<file path="config.mk">
export PLATFORM = sky130hd
export DESIGN_NAME = phase_sequencer
export DESIGN_NICKNAME = d
export VERILOG_FILES = /design/src/rtl/ctrl_pkg.sv /design/src/rtl/button_sync_edge.sv /design/src/rtl/phase_sequencer.sv
export SDC_FILE = /design/constraint.sdc
export NUM_CORES = 1
export LEC_CHECK = 0
export ABC_AREA = 1
export CAP_MARGIN = 20
export CORE_UTILIZATION = 48
export DETAILED_ROUTE_END_ITERATION = 8
export DONT_BUFFER_PORTS = 1
export PLACE_DENSITY = 0.73
export RECOVER_POWER = 50
export SLEW_MARGIN = 20
export SYNTH_ARGS = -nofsm -noshare
export SYNTH_HDL_FRONTEND = slang
export SYNTH_HIERARCHICAL = 1
export SYNTH_SLANG_ARGS = --single-unit
</file>
<file path="constraint.sdc">
create_clock -name clk -period 1.7 [get_ports clk]
set_input_delay 0.34 -clock clk [delete_from_list [all_inputs] [get_ports clk]]
set_output_delay 0.34 -clock clk [all_outputs]
set_load 0.03 [all_outputs]
</file>
<file path="src/rtl/ctrl_pkg.sv">
// Shared definitions for the phase sequencer and the multi-phase control decoder.
// Holds the phase encodings, the sequencer state type, the opcode/function values
// that identify HLT, and the bit positions of the instruction fields.
package ctrl_pkg;

  // Phase encodings; PH_IDLE means no instruction in flight.
  localparam logic [2:0] PH_IDLE = 3'd0;
  localparam logic [2:0] PH_P1   = 3'd1;
  localparam logic [2:0] PH_P2   = 3'd2;
  localparam logic [2:0] PH_P3   = 3'd3;
  localparam logic [2:0] PH_P4   = 3'd4;
  localparam logic [2:0] PH_P5   = 3'd5;

  typedef enum logic [1:0] {
    ST_IDLE,
    ST_RUN,
    ST_STEP,
    ST_HALTED
  } seq_state_t;

  localparam logic [1:0] OP_ALU  = 2'b11;
  localparam logic [3:0] ALU_HLT = 4'b1111;

  // Instruction field slice positions (16-bit IR).
  localparam int unsigned OP_MSB = 15;
  localparam int unsigned OP_LSB = 14;
  localparam int unsigned FN_MSB = 7;
  localparam int unsigned FN_LSB = 4;

  function automatic logic is_hlt(input logic [15:0] instr);
    return (instr[OP_MSB:OP_LSB] == OP_ALU) && (instr[FN_MSB:FN_LSB] == ALU_HLT);
  endfunction

endpackage

</file>
<file path="src/rtl/button_sync_edge.sv">
// Front-panel button conditioner: SYNC_STAGES-deep synchroniser followed by a
// rising-edge detector, so a held button produces exactly one clk-wide pulse.
// Ports:
//   clk       system clock, rising edge
//   rst       asynchronous active-low reset
//   btn_in    raw asynchronous button level
//   pulse_out one-cycle pulse on a synchronised rising edge
module button_sync_edge #(
  parameter int unsigned SYNC_STAGES = 2
) (
  input  logic clk,
  input  logic rst,
  input  logic btn_in,
  output logic pulse_out
);

  logic [SYNC_STAGES-1:0] sync_q;
  logic                   prev_q;

  always_ff @(posedge clk or negedge rst) begin
    if (!rst) begin
      sync_q <= '0;
      prev_q <= 1'b0;
    end else begin
      sync_q <= {sync_q[SYNC_STAGES-2:0], btn_in};
      prev_q <= sync_q[SYNC_STAGES-1];
    end
  end

  assign pulse_out = sync_q[SYNC_STAGES-1] & ~prev_q;

endmodule

</file>
<file path="src/rtl/phase_sequencer.sv">
// Timing stage ahead of the multi-phase control decoder. Steps the phase bus
// through 1..NUM_PHASES per instruction, handles run/stop/single-step from the
// front panel at instruction boundaries, halts on HLT and counts retired
// instructions.
// Ports:
//   clk          system clock, rising edge
//   rst          asynchronous active-low reset
//   start_btn    raw button, run request
//   stop_btn     raw button, stop at next instruction boundary
//   step_btn     raw button, execute one instruction
//   instruction  current IR contents (sampled at the last phase only)
//   phase        0 = idle/halted, 1..NUM_PHASES = active phase
//   running      high in RUN or STEP
//   halted       high once HLT has retired
//   last_phase   high while phase == NUM_PHASES
//   instr_count  retired-instruction count, wraps
module phase_sequencer
  import ctrl_pkg::*;
#(
  parameter int unsigned NUM_PHASES  = 5,
  parameter int unsigned PH_W        = 3,
  parameter int unsigned CNT_W       = 16,
  parameter int unsigned SYNC_STAGES = 2
) (
  input  logic             clk,
  input  logic             rst,
  input  logic             start_btn,
  input  logic             stop_btn,
  input  logic             step_btn,
  input  logic [15:0]      instruction,
  output logic [PH_W-1:0]  phase,
  output logic             running,
  output logic             halted,
  output logic             last_phase,
  output logic [CNT_W-1:0] instr_count
);

  localparam logic [PH_W-1:0] PH_NONE  = PH_W'(PH_IDLE);
  localparam logic [PH_W-1:0] PH_FIRST = PH_W'(1);
  localparam logic [PH_W-1:0] PH_LAST  = PH_W'(NUM_PHASES);

  logic start_p, stop_p, step_p;

  button_sync_edge #(.SYNC_STAGES(SYNC_STAGES)) u_start_sync (
    .clk(clk), .rst(rst), .btn_in(start_btn), .pulse_out(start_p)
  );
  button_sync_edge #(.SYNC_STAGES(SYNC_STAGES)) u_stop_sync (
    .clk(clk), .rst(rst), .btn_in(stop_btn), .pulse_out(stop_p)
  );
  button_sync_edge #(.SYNC_STAGES(SYNC_STAGES)) u_step_sync (
    .clk(clk), .rst(rst), .btn_in(step_btn), .pulse_out(step_p)
  );

  seq_state_t       state_q, state_d;
  logic [PH_W-1:0]  phase_q, phase_d;
  logic [CNT_W-1:0] count_q, count_d;
  logic             stop_pend_q, stop_pend_d;
  logic             running_q, halted_q;

  always_ff @(posedge clk or negedge rst) begin
    if (!rst) begin
      state_q     <= ST_IDLE;
      phase_q     <= '0;
      count_q     <= '0;
      stop_pend_q <= 1'b0;
      running_q   <= 1'b0;
      halted_q    <= 1'b0;
    end else begin
      state_q     <= state_d;
      phase_q     <= phase_d;
      count_q     <= count_d;
      stop_pend_q <= stop_pend_d;
      // Status flags registered from the next state so they align with phase.
      running_q   <= (state_d == ST_RUN) || (state_d == ST_STEP);
      halted_q    <= (state_d == ST_HALTED);
    end
  end

  always_comb begin
    state_d     = state_q;
    phase_d     = phase_q;
    count_d     = count_q;
    stop_pend_d = stop_pend_q;

    unique case (state_q)
      ST_IDLE: begin
        // A simultaneous stop cancels start/step.
        if (!stop_p) begin
          if (start_p) begin
            state_d = ST_RUN;
            phase_d = PH_FIRST;
          end else if (step_p) begin
            state_d = ST_STEP;
            phase_d = PH_FIRST;
          end
        end
      end

      ST_RUN, ST_STEP: begin
        if (phase_q == PH_LAST) begin
          if (is_hlt(instruction)) begin
            state_d     = ST_HALTED;
            phase_d     = PH_NONE;
            stop_pend_d = 1'b0;
          end else begin
            count_d = count_q + CNT_W'(1);
            if ((state_q == ST_STEP) || stop_pend_q || stop_p) begin
              state_d     = ST_IDLE;
              phase_d     = PH_NONE;
              stop_pend_d = 1'b0;
            end else begin
              phase_d = PH_FIRST;
            end
          end
        end else begin
          phase_d = phase_q + PH_W'(1);
          // Stop only takes effect at the instruction boundary; steps ignore it.
          if ((state_q == ST_RUN) && stop_p) begin
            stop_pend_d = 1'b1;
          end
        end
      end

      ST_HALTED: begin
        phase_d = PH_NONE;
      end

      default: begin
        state_d = ST_IDLE;
        phase_d = PH_NONE;
      end
    endcase
  end

  assign phase       = phase_q;
  assign running     = running_q;
  assign halted      = halted_q;
  assign instr_count = count_q;
  assign last_phase  = (phase_q == PH_LAST);

endmodule

</file>
==> metrics.md <==
| Metric | Value |
|---|---|
| Status | `finished, final reports clean` |
| Worst setup path class | `register to register` |
| Die height | `61.72 um` |
| Largest net degree at the start of global routing | `34` |
| Max-cap violation count | `0` |
| CTS Sinks | `33` |
| Via density | `4.870` |
| Critical Path RT | `1.94 ns` |
| Yosys top cell area share | `48.25%` |
| Io pins | `43` |
| Crit path DAT | `1.88 ns` |
| Synth Cell Area | `0.001712 mm^2` |
| First-pass GRT wire length | `5616 um` |
| Antenna violations before repair | `0` |
| DR pass1 iterations | `4` |
| Critical path's largest stage delay | `0.43 ns` |
| DR vias | `1456` |
| Number of port buffers | `0` |
| CTS Root Cell | `clkbuf_4` |
| Fin cells | `299` |
| Average size of a mapped cell | `7.961 um^2` |
| Core area | `about 0.0034 mm^2` |
| Post-synthesis register bit count | `33` |
| Setup_tns | `0 ns` |
| CP most frequent cell | `nand2_1` |
| Clock skew | `0.003916 ns` |
| Area grow syn2layout | `24.34%` |
| Min Tclk post-route | `about 1.6 ns` |
| M3 GR Usage | `under 10%` |
| Number of synthesized flops with an enable pin | `0` |
| Static Leakage | `0.001081 uW` |
| Maximum clock rate | `607.8 MHz` |
| Peak supply drop | `0.0005635 V` |
| Critical Path Source Type | `register` |
| Fin nets | `between 200 and 300` |
| CTS tree | `built` |
| CP Max Fanout | `3` |
| H-tree depth | `2` |
| GRT Util Overall | `around a fifth` |
| Most common cell in the netlist | `nand2_1` |
| Total CTS buffers | `5` |
| Chip width | `61.72 um` |
| Register area share after synthesis | `48.25%` |
| Placer Congestion | `0.8170` |
| DR iter-0 viols | `just under 90` |
| Post-synthesis cell count | `between 200 and 250` |
| Met2 track demand over resource | `29.34%` |
| Fraction of registers with async set/reset | `100.0%` |
| Unique masters post-synth | `19` |
| DRT Wirelength | `3555 um` |
| Commonest cells post-synth | `67 x nand2_1, 33 x dfrtp_1, 27 x inv_1` |
| Top cells by area, synth | `dfrtp_1 48%, nand2_1 15%, inv_1 5.9%` |
| Fraction of layout cells with a size suffix above 1 | `between 20% and 30%` |
| DP Area | `0.001938 mm^2` |
| Final worst setup slack | `0.05482 ns` |
| Worst-skew pair later-pin latency | `~0.34 ns` |
| Yosys warning total | `6` |
| Pre-CTS setup slack | `-0.004740 ns` |
| Die area | `0.003809 mm^2` |
| Initial Util | `50.89%` |
| Final instance area | `0.002128 mm^2` |
| Syn nets | `243` |
| Diodes inserted | `0` |
| Synth Flop Type | `dfrtp_1` |
| # setup viols final | `0` |
| Vias in the first global route | `approximately 1.3k` |
| Fin. Hold Viols | `0` |
| ANT nets after route | `0` |
| Most Used Layer, Global Route | `met2` |
| Slew HR | `between 40 and 50%` |
| Met1 GRT Util | `28.86%` |
| GRT overflow | `0` |
| Slowest cell on crit path | `dfrtp_1` |
| Cells after DPL | `around 280` |
| Detailed placement HPWL | `around 2500 um` |
| Maximum clock insertion buffer count | `2` |
| Crit end category | `register` |
| Pwr Density | `between 500 and 600 mW/mm^2` |
| Cell Chain, Critical Path | `buf_6 -> ha_4 -> nor3_4 -> nand2_1 -> nand3_1 -> nand2_1 -> a21oi_2 -> ha_1` |
| Drt drc | `0` |
| Fin crit share | `a little over nine tenths` |
| DR WL/cell | `11.89 um` |
| Top cell type by total area after synthesis | `dfrtp_1` |
| Worst slew pin tran | `0.7894 ns` |
| CTS clk-pin slew, worst paths | `0.11 ns` |
| Utilization after layout | `63.28%` |
| Row cnt | `21` |
| Fin. max-slew vios | `0` |
| Min-delay worst type | `register to register` |
## cell usage in the layout (no fill, tap or decap)
cell | netlist | routed
nor2_2 | 8 | 8
nor3_4 | 0 | 1
nand4_1 | 3 | 3
clkinvlp_4 | 0 | 1
nand3_2 | 1 | 1
ha_1 | 7 | 5
nand3_1 | 10 | 10
ha_4 | 0 | 2
nand2_1 | 67 | 67
nor3_1 | 2 | 1
dfrtp_1 | 33 | 33
buf_6 | 1 | 1
a21oi_1 | 9 | 7
nor2_4 | 1 | 4
clkinv_2 | 0 | 2
clkbuf_4 | 0 | 5
nand3b_1 | 1 | 1
inv_1 | 27 | 25
a21oi_2 | 0 | 2
buf_4 | 0 | 25
inv_2 | 0 | 2
nor2_1 | 26 | 23
o22ai_1 | 1 | 1
o21a_1 | 1 | 1
xor2_1 | 9 | 9
dlygate4sd3_1 | 0 | 4
o21ai_0 | 7 | 7
nand2_4 | 0 | 1
clkbuf_2 | 0 | 1
## where the power goes
part / total [uW] / switching [uW] / internal, uW
clock network: 436 / 281 / 156
logic: 41.1 / 27.5 / 13.5
registers: 799 / 4.04 / 795
## critical path: cells and delay by family, from the launching register on
family,cells,cell delay [ns]
buf+inv,1,0.14
flops,1,0.43
fa+ha+maj,2,0.40
simple gates,4,0.41
compound gates,1,0.17
## per-layer routing
layer,share of wire [%],routed length (um)
met2,47,1672
met5,0,0
met3,5.1,181
met1,47,1671
met4,0.82,29
## metrics by stage
step           power [uW]  hold slack, ns
2_1_floorplan       827.8         0.04441
3_3_place_gp        829.7         0.04504
3_5_place_dp        830.4         0.04514
4_1_cts              1289        0.004399
5_1_grt              1337          0.3688
6_report             1277          0.3575
## layout make-up
cell class / instances / area (um^2)
multi-input cells: 154 / 844.6
clock buffers: 5 / 37.54
well taps: 46 / 57.56
inverters: 27 / 101.3
fillers: 300 / 1235
repair buffers: 31 / 244.0
clock inverters: 3 / 17.52
flip-flops and latches: 33 / 825.8
## kinds of logic (layout without fill, tap and decap cells)
kind of cell,Yosys count,in the layout,synth area share (%)
fa+ha+maj,7,7,5.117
compound gates,18,18,5.482
simple gates,120,120,29.97
xor+xnor,9,9,4.606
flops,33,33,48.25
buf+inv,28,66,6.579
## sequential cells by signal, indices dropped and copies added, names as in the netlist, named ones only
register,count
instr_count,16
state_q,1
stop_pend_q,1
u_start_sync/prev_q,1
phase,3
u_stop_sync/prev_q,1
u_stop_sync/sync_q,2
halted,1
u_step_sync/sync_q,2
running,1
u_start_sync/sync_q,2
u_step_sync/prev_q,1
## path summary, 6_finish.rpt
kind | slack (ns) | endpoint | cells after the start | start
max reg2reg | 0.05 | running$_DFF_PN0_ | 8 | register
max | 0.05 | running$_DFF_PN0_ | 8 | register
min reg2reg | 0.36 | u_start_sync/sync_q[1]$_DFF_PN0_ | 0 | u_start_sync/sync_q[0]$_DFF_PN0_
max in group asynchronous | 0.59 | instr_count[6]$_DFFE_PN0P_ | 2 | rst
min | 0.36 | u_start_sync/sync_q[1]$_DFF_PN0_ | 0 | u_start_sync/sync_q[0]$_DFF_PN0_
min in group asynchronous | 0.61 | phase[2]$_DFFE_PN0P_ | 2 | rst
## repair_timing
item,CTS,global route
cloned,0,0
resized for setup,2,13
endpoints found under the hold margin,33,3
endpoints found under the setup margin,5,15
pin swaps,1,5
setup buffers,1,2
hold buffers,2,3
(Power assumes the default switching activity.)
